--- config.mk ---
export PLATFORM = sky130hd
export DESIGN_NAME = bcd_scan_display
export DESIGN_NICKNAME = d
export VERILOG_FILES = /design/src/rtl/bcd_scan_display_pkg.sv /design/src/rtl/bcd_scan_display_dec.sv /design/src/rtl/bcd_scan_display.sv
export SDC_FILE = /design/constraint.sdc
export NUM_CORES = 1
export LEC_CHECK = 0
export ABC_AREA = 1
export CAP_MARGIN = 20
export CORE_MARGIN = 3
export CORE_UTILIZATION = 45
export CTS_CLUSTER_SIZE = 12
export DETAILED_ROUTE_END_ITERATION = 6
export PLACE_DENSITY = 0.72
export SYNTH_ARGS = -nofsm -noshare
export SYNTH_HDL_FRONTEND = slang
export SYNTH_HIERARCHICAL = 1
export SYNTH_SLANG_ARGS = --single-unit
--- constraint.sdc ---
create_clock -name clk -period 2.27 [get_ports clk]
set_input_delay 0.227 -clock clk [delete_from_list [all_inputs] [get_ports clk]]
set_output_delay 0.227 -clock clk [all_outputs]
set_load 0.005 [all_outputs]
--- src/rtl/bcd_scan_display_pkg.sv ---
// Shared widths and 7-segment patterns (g..a, active-high) for the BCD scan display.
package bcd_scan_display_pkg;

  localparam int BCD_W  = 4;
  localparam int DIGITS = 4;
  localparam int PRE_W  = 8;
  localparam int SCAN_W = 2;
  localparam int SEG_W  = 7;

  localparam logic [SEG_W-1:0] SEG_0     = 7'b0111111;
  localparam logic [SEG_W-1:0] SEG_1     = 7'b0000110;
  localparam logic [SEG_W-1:0] SEG_2     = 7'b1011011;
  localparam logic [SEG_W-1:0] SEG_3     = 7'b1001111;
  localparam logic [SEG_W-1:0] SEG_4     = 7'b1100110;
  localparam logic [SEG_W-1:0] SEG_5     = 7'b1101101;
  localparam logic [SEG_W-1:0] SEG_6     = 7'b1111101;
  localparam logic [SEG_W-1:0] SEG_7     = 7'b0000111;
  localparam logic [SEG_W-1:0] SEG_8     = 7'b1111111;
  localparam logic [SEG_W-1:0] SEG_9     = 7'b1101111;
  localparam logic [SEG_W-1:0] SEG_BLANK = 7'b0000000;

  // Codes 10..15 are not digits and light nothing.
  function automatic logic [SEG_W-1:0] bcd_to_seg(input logic [BCD_W-1:0] code);
    case (code)
      4'd0:    return SEG_0;
      4'd1:    return SEG_1;
      4'd2:    return SEG_2;
      4'd3:    return SEG_3;
      4'd4:    return SEG_4;
      4'd5:    return SEG_5;
      4'd6:    return SEG_6;
      4'd7:    return SEG_7;
      4'd8:    return SEG_8;
      4'd9:    return SEG_9;
      default: return SEG_BLANK;
    endcase
  endfunction

endpackage

--- src/rtl/bcd_scan_display_dec.sv ---
// bcd_seg_decoder: combinational BCD -> 7-segment decode with a blank override.
module bcd_seg_decoder
  import bcd_scan_display_pkg::*;
(
  input  logic [BCD_W-1:0] code,
  input  logic             blank,
  output logic [SEG_W-1:0] seg
);

  always_comb begin
    seg = SEG_BLANK;
    if (!blank) seg = bcd_to_seg(code);
  end

endmodule

--- src/rtl/bcd_scan_display.sv ---
// Four-digit multiplexed BCD display driver: capture on load, prescaled scan, 7-seg decode.
// Optional leading-zero blanking when BCD_SCAN_LZB_EN is defined.
module bcd_scan_display
  import bcd_scan_display_pkg::*;
#(
  parameter int PRESCALE = 4
) (
  input  logic                    clk,
  input  logic                    clr,
  input  logic [DIGITS*BCD_W-1:0] d,
  input  logic                    load,
  input  logic                    bi,
  output logic [SEG_W-1:0]        seg,
  output logic [DIGITS-1:0]       dig,
  output logic [SCAN_W-1:0]       slot
);

  localparam logic [PRE_W-1:0] PRE_LAST = PRE_W'(PRESCALE - 1);

  logic [DIGITS-1:0][BCD_W-1:0] latch_q;
  logic [PRE_W-1:0]             pre_q;
  logic [SCAN_W-1:0]            scan_q;
  logic                         wrap;
  logic [DIGITS-1:0]            lzb;
  logic                         blank_slot;

  always_ff @(posedge clk or posedge clr) begin
    if (clr)       latch_q <= '0;
    else if (!load) latch_q <= d;
  end

  assign wrap = (pre_q == PRE_LAST);

  // PRESCALE=1 leaves pre_q at 0, so wrap holds and scan steps every clock.
  always_ff @(posedge clk or posedge clr) begin
    if (clr) begin
      pre_q  <= '0;
      scan_q <= '0;
    end else if (wrap) begin
      pre_q  <= '0;
      scan_q <= scan_q + 2'd1;
    end else begin
      pre_q  <= pre_q + 8'd1;
    end
  end

`ifdef BCD_SCAN_LZB_EN
  logic [DIGITS-1:0] dz, hz;
  for (genvar k = 0; k < DIGITS; k++) begin : g_dz
    assign dz[k] = (latch_q[k] == '0);
  end
  // hz[k]: digit k and every digit above it are zero; invalid codes read as nonzero.
  assign hz[DIGITS-1] = dz[DIGITS-1];
  for (genvar k = DIGITS-2; k >= 0; k--) begin : g_hz
    assign hz[k] = dz[k] & hz[k+1];
  end
  assign lzb = {hz[DIGITS-1:1], 1'b0};
`else
  assign lzb = '0;
`endif

  assign blank_slot = ~bi | lzb[scan_q];
  assign slot       = scan_q;

  for (genvar k = 0; k < DIGITS; k++) begin : g_dig
    assign dig[k] = blank_slot | (scan_q != SCAN_W'(k));
  end

  bcd_seg_decoder u_dec (
    .code  (latch_q[scan_q]),
    .blank (blank_slot),
    .seg   (seg)
  );

endmodule
==> key figures, run 1 <==
Flow run
  – Maxcap violations: 0

Synthesis
  – Distinct cell type count after synthesis: 21
  – Seq/Total Area, Yosys: 0.4341
  – Synth Warn #: 6
  – Synth Cell Area: 0.001499 mm²
  – Synth Net Count: 210
  – Main combinational cell family by area after synthesis: simple AND/OR/NAND/NOR gates
  – Syn_area_per_cell: 8.327 µm²
  – Synth Area in Compound Gates: 0.08765
  – Synthesis-stage register bit count: 26
  – Post-synthesis cell count: 180
  – Post-synthesis xor/xnor area fraction: 0.01169
  – Post-synthesis adder-cell area fraction: 0.08347
  – Synth Area in Simple Gates: 0.2003
  – Multiplexer share of the synthesized area: 0.08264

Routing
  – Top Layer Used: met4
  – Number of vias per cell: 4.670
  – Total length of routed met3 wires: 145 µm
  – Antenna Nets Post-Route: 0
  – Metal1 wirelength: 1.443 mm
  – Drt first-iter violations: 16
  – # DRC: 0
  – WL per Instance: 11.12 µm
  – Routed wire length: 3.003 mm
  – Drt pass-1 iters: 4
  – Met2 Wirelength: 1.399 mm
  – Vias: 1261

STA
  – Skew final: 0.002073 ns
  – Setup violations, final: 0
  – Slew @ Worst Pin: 0.6693 ns
  – Tcrit/Tclk final: 0.9907
  – Max-slew violations: 0
  – Final Hold Fails: 0
  – RSZ-0062 raised after global routing: yes
  – Worst slew margin: 0.5524
  – FMAX: 444.7 MHz
  – Minimum clock period: 2.249 ns

GRT
  – Initial antenna violation count: 0
  – First-pass GRT wire length: 4.609 mm
  – Largest net degree at the start of global routing: 27
  – Total congestion overflow: 0
  – GRT Util Overall: 0.1373
  – Vias in the first global route: 1074

Layout
  – Antenna cells: 0
  – Synth-to-Final Area Change: 36.06%
  – Most frequent cells in the layout: nor2_1, dfrtp_1, nand2_1, clkdlybuf4s50_1, inv_1
  – Most common cell after layout, fill and taps aside: nor2_1
  – Nets: 257
  – Post-route core utilization: 0.6573
  – Share of cells above drive strength 1: 0.2743
  – Cell area after layout: 0.002039 mm²

Clocking
  – Htree depth: 1
  – CTS hold repair buffers: 0
  – Num CTS Buffers: 3
  – TritonCTS clock tree: yes
  – Root buf cell: clkbuf_4
  – Clk sinks: 26
  – Reg clk slew, reported paths: 0.16 ns
  – Clock Latency Late Sink: 0.32 ns
  – Clock buffer depth: 2

Power and ir drop
  – Pleak: 1.046 nW
  – VDD IR-drop max: 0.3160 mV
  – Pwr dens: 500.0 mW/mm²

Place
  – Port-buffer cells: 32
  – HPWL after DPL: 2.262 mm
  – Post-DP Area: 0.001889 mm²
  – Gpl congestion: 0.7829

Worst hold path
  – Worst min-delay path class: input pin to async pin

Worst setup path
  – Worst setup SP type: register
  – Worst-path maximum fanout: 8
  – Worst Reg-to-Reg Cells: 6
  – Crit path DAT: 2.02 ns
  – CP endpoint kind: output port
  – Worst EP required: 2.04 ns
  – Worst Path Class, Setup: register to output port

Floorplanning
  – Die area: 0.004060 mm²
  – IO Count: 33
  – Die Width: 63.72 µm
  – Core Area: 0.003103 mm²
  – FP Rows: 20
  – Initial core utilization: 0.4831
  – DIE HEIGHT: 63.72 µm

Outcome
  – Status: finished clean
## metal layers
layer,GRT usage,up-vias
met4,0.01617,0
met5,0,-
met3,0.01783,2
li1,-,649
met1,0.1941,579
met2,0.2308,31
## flip-flops by register name, summed over array words and instances, names as in the netlist
register / flops
latch_q: 16
slot: 2
pre_q: 8
## through the flow
step / total power [W] / std cells / TNS, ns / worst slack (ns) / hold slack, ns
global route: 0.001055 / 270 / -0.3253 / -0.08309 / 0.2727
detailed placement: 0.0006922 / 259 / 0 / 0.07121 / 0.4910
CTS: 0.0009989 / 265 / 0 / 0.01411 / 0.2509
floorplan: 0.0006066 / 180 / 0 / 0.5164 / 0.2670
finish: 0.001020 / 270 / 0 / 0.02111 / 0.2259
global placement: 0.0006839 / 259 / 0 / 0.1391 / 0.4627
## repair_timing
action,CTS,global route
setup endpoints to repair,7,6
pin swaps,2,17
resized for setup,12,40
buffers inserted,2,5
## path summary, 6_finish.rpt
path | startpoint | endpoint | slack [ns]
setup / recovery | slot[0] | seg[3] | 0.02
hold / removal | clr | latch_q[3] | 0.23
setup reg to reg | slot[0] | slot[1] | 0.96
hold reg to reg | pre_q[0] | pre_q[0] | 0.51
max in group asynchronous | clr | latch_q[4] | 1.78
min in group clk | d[11] | latch_q[11] | 0.46
## kinds of logic after synthesis
group                      Yosys count
and+or+nand+nor                     74
buffers and inverters               35
xor gates and xnor gates             2
muxes                                9
adders and majority gates           10
DFF                                 26
AOI/OAI and AO/OA                   24
## report_power, final
part	switching, W	total (W)	internal (W)
clock network	0.000142	0.000320	0.000178
logic	0.0000934	0.000195	0.000101
registers	0.0000148	0.000505	0.000490
## synthesized netlist by cell type
master	count	area, µm²
a21oi_1	12	60.06
buf_4	1	7.510
buf_6	2	22.52
dfrtp_1	26	650.6
ha_1	10	125.1
inv_1	28	105.1
inv_2	4	15.01
mux2_2	3	33.78
mux2_4	6	90.09
nand2_1	31	116.4
nand2_2	4	25.02
nand3_1	5	25.02
nor2_1	31	116.4
nor2_2	2	12.51
nor3_1	1	5.000
o211ai_1	3	22.52
o21ai_0	6	30.03
o21ai_1	2	10.01
o21ai_2	1	8.760
xnor2_1	1	8.760
xor2_1	1	8.760
## critical path: stages, from the launching register on
cell      delay (ns)
dfrtp_1         0.43
clkinv_4        0.11
buf_6           0.14
o211ai_1        0.19
nand2_2         0.13
inv_2           0.11
ha_4            0.21
nand2_1         0.08
inv_2           0.04
nor2_1          0.09
nor2_1          0.04
buf_2           0.12
## area by class of cell
cell class              count  area (µm²)
clock buffers               3       22.52
clock inverters             1       30.03
fillers                   271        1064
inverters                  32       125.1
multi-input cells         119       765.7
flip-flops and latches     26       650.6
well taps                  44       55.05
repair buffers             45       390.4
Power figures use the tool's default switching activity.
==> run 2, diff against run 1 <==
Settings changed: CTS_CLUSTER_SIZE 12 to 16.
==> results of run 2 <==
The final DEF is identical to that of run 1; final timing and power are the same.
==> RTL change 1 (settings of run 2) <==
`PRE_W`: 8 -> 12.
--- a/src/rtl/bcd_scan_display_pkg.sv
+++ b/src/rtl/bcd_scan_display_pkg.sv
@@ -3,7 +3,7 @@
 
   localparam int BCD_W  = 4;
   localparam int DIGITS = 4;
-  localparam int PRE_W  = 8;
+  localparam int PRE_W  = 12;
   localparam int SCAN_W = 2;
   localparam int SEG_W  = 7;
 
Behaviour: no difference found for any inputs over 10 cycles, from zero or initial values; that may be too few to reach the edited logic, so the function may still have changed.
==> RTL change 1 against run 2 <==
Clock power is 62% higher. Cell area increased by 14%. Sequential cell count grew 4. Sequential share of layout area increased by 0.38 points. Routed wire length increased by 24%. Power increased by 26%. Synthesized area increased by 15%. Setup slack better by 0.079 ns.
==> RTL change 1: results (changes against run 2) <==
Crit path arrival time=1.94 ns (-0.08 ns); Post-Synth Adder-Cell Area=0.0725 (-0.0110); RR Startpoint=pre_q[0]; Psw=295 uW (+18%); largest net degree at the start of global routing=31 (+15%); CP Max Fanout=7 (-1); Clock Root Buffer=clkbuf_8; worst slack at placement=0.0640 ns (-0.00718 ns); top post-synthesis cells by count=nand2_1 (39), nor2_1 (35), dfrtp_1 (30); leak pwr=0.00123 uW (+18%); hpwl dp=2.71 mm (+20%); Via density=4.84 (+3.6%); sequential share of the synthesized area=0.435 (+0.00104); mux cell area share after synthesis=0.104 (+0.0218); cts bufs inserted=5 (+2); Gate power share=0.142 (-0.049); first-pass GRT wire length=6.20 mm (+35%); peak supply drop=0.424 mV (+34%); cts repair resizes=11 (-1); Setup Skew=0.00343 ns (+0.00135 ns); sequential share of power=0.454 (-0.041); Syn Nets=235 (+12%); DRT iter0 DRCs=45 (+29); Cells after Synth=205 (+14%); Layout Nets=288 (+12%); Slew HR=0.744 (+0.192); hold slack=0.327 ns (+0.101 ns); clk_lat worst skew=0.28 ns (-0.04 ns); gpl congestion=0.802 (+2.4%); Compound-Gate Fraction of Synth Area=0.0544 (-0.0333); status=finished, final reports clean; via count=1,476 (+17%); drt wl/cell=12.2 um (+10%); vias in the first global route=1,395 (+30%); H-tree levels=2 (+1)
-- RTL change 1: layer usage --
metal	wire length, um	track usage
met2	1730	0.282
met5	0	0
met4	67	0.0596
met3	181	0.0378
met1	1750	0.249
-- RTL change 1: stage by stage --
step | TNS (ns) | power [uW]
4_1_cts | -0.321 | 1290
5_1_grt | -0.318 | 1360
3_3_place_gp | 0 | 768
2_1_floorplan | 0 | 678
3_5_place_dp | 0 | 773
6_report | 0 | 1280
-- RTL change 1: cell type report --
cell class,instances,area share
clock inverter,3,0.0172
sequential,30,0.323
inverter,31,0.0510
clock buffer,5,0.0295
tap,46,0.0247
timing repair buffer,49,0.185
multi-input combinational,141,0.369
-- RTL change 1: worst max-delay path: stages, from the launching register on --
cell and delay [ns]:
dfrtp_2 0.46, inv_4 0.10, o21ai_0 0.10, o22ai_1 0.20
inv_1 0.13, ha_1 0.30, nand2_1 0.06, inv_1 0.05
nor2_1 0.13, clkbuf_2 0.13
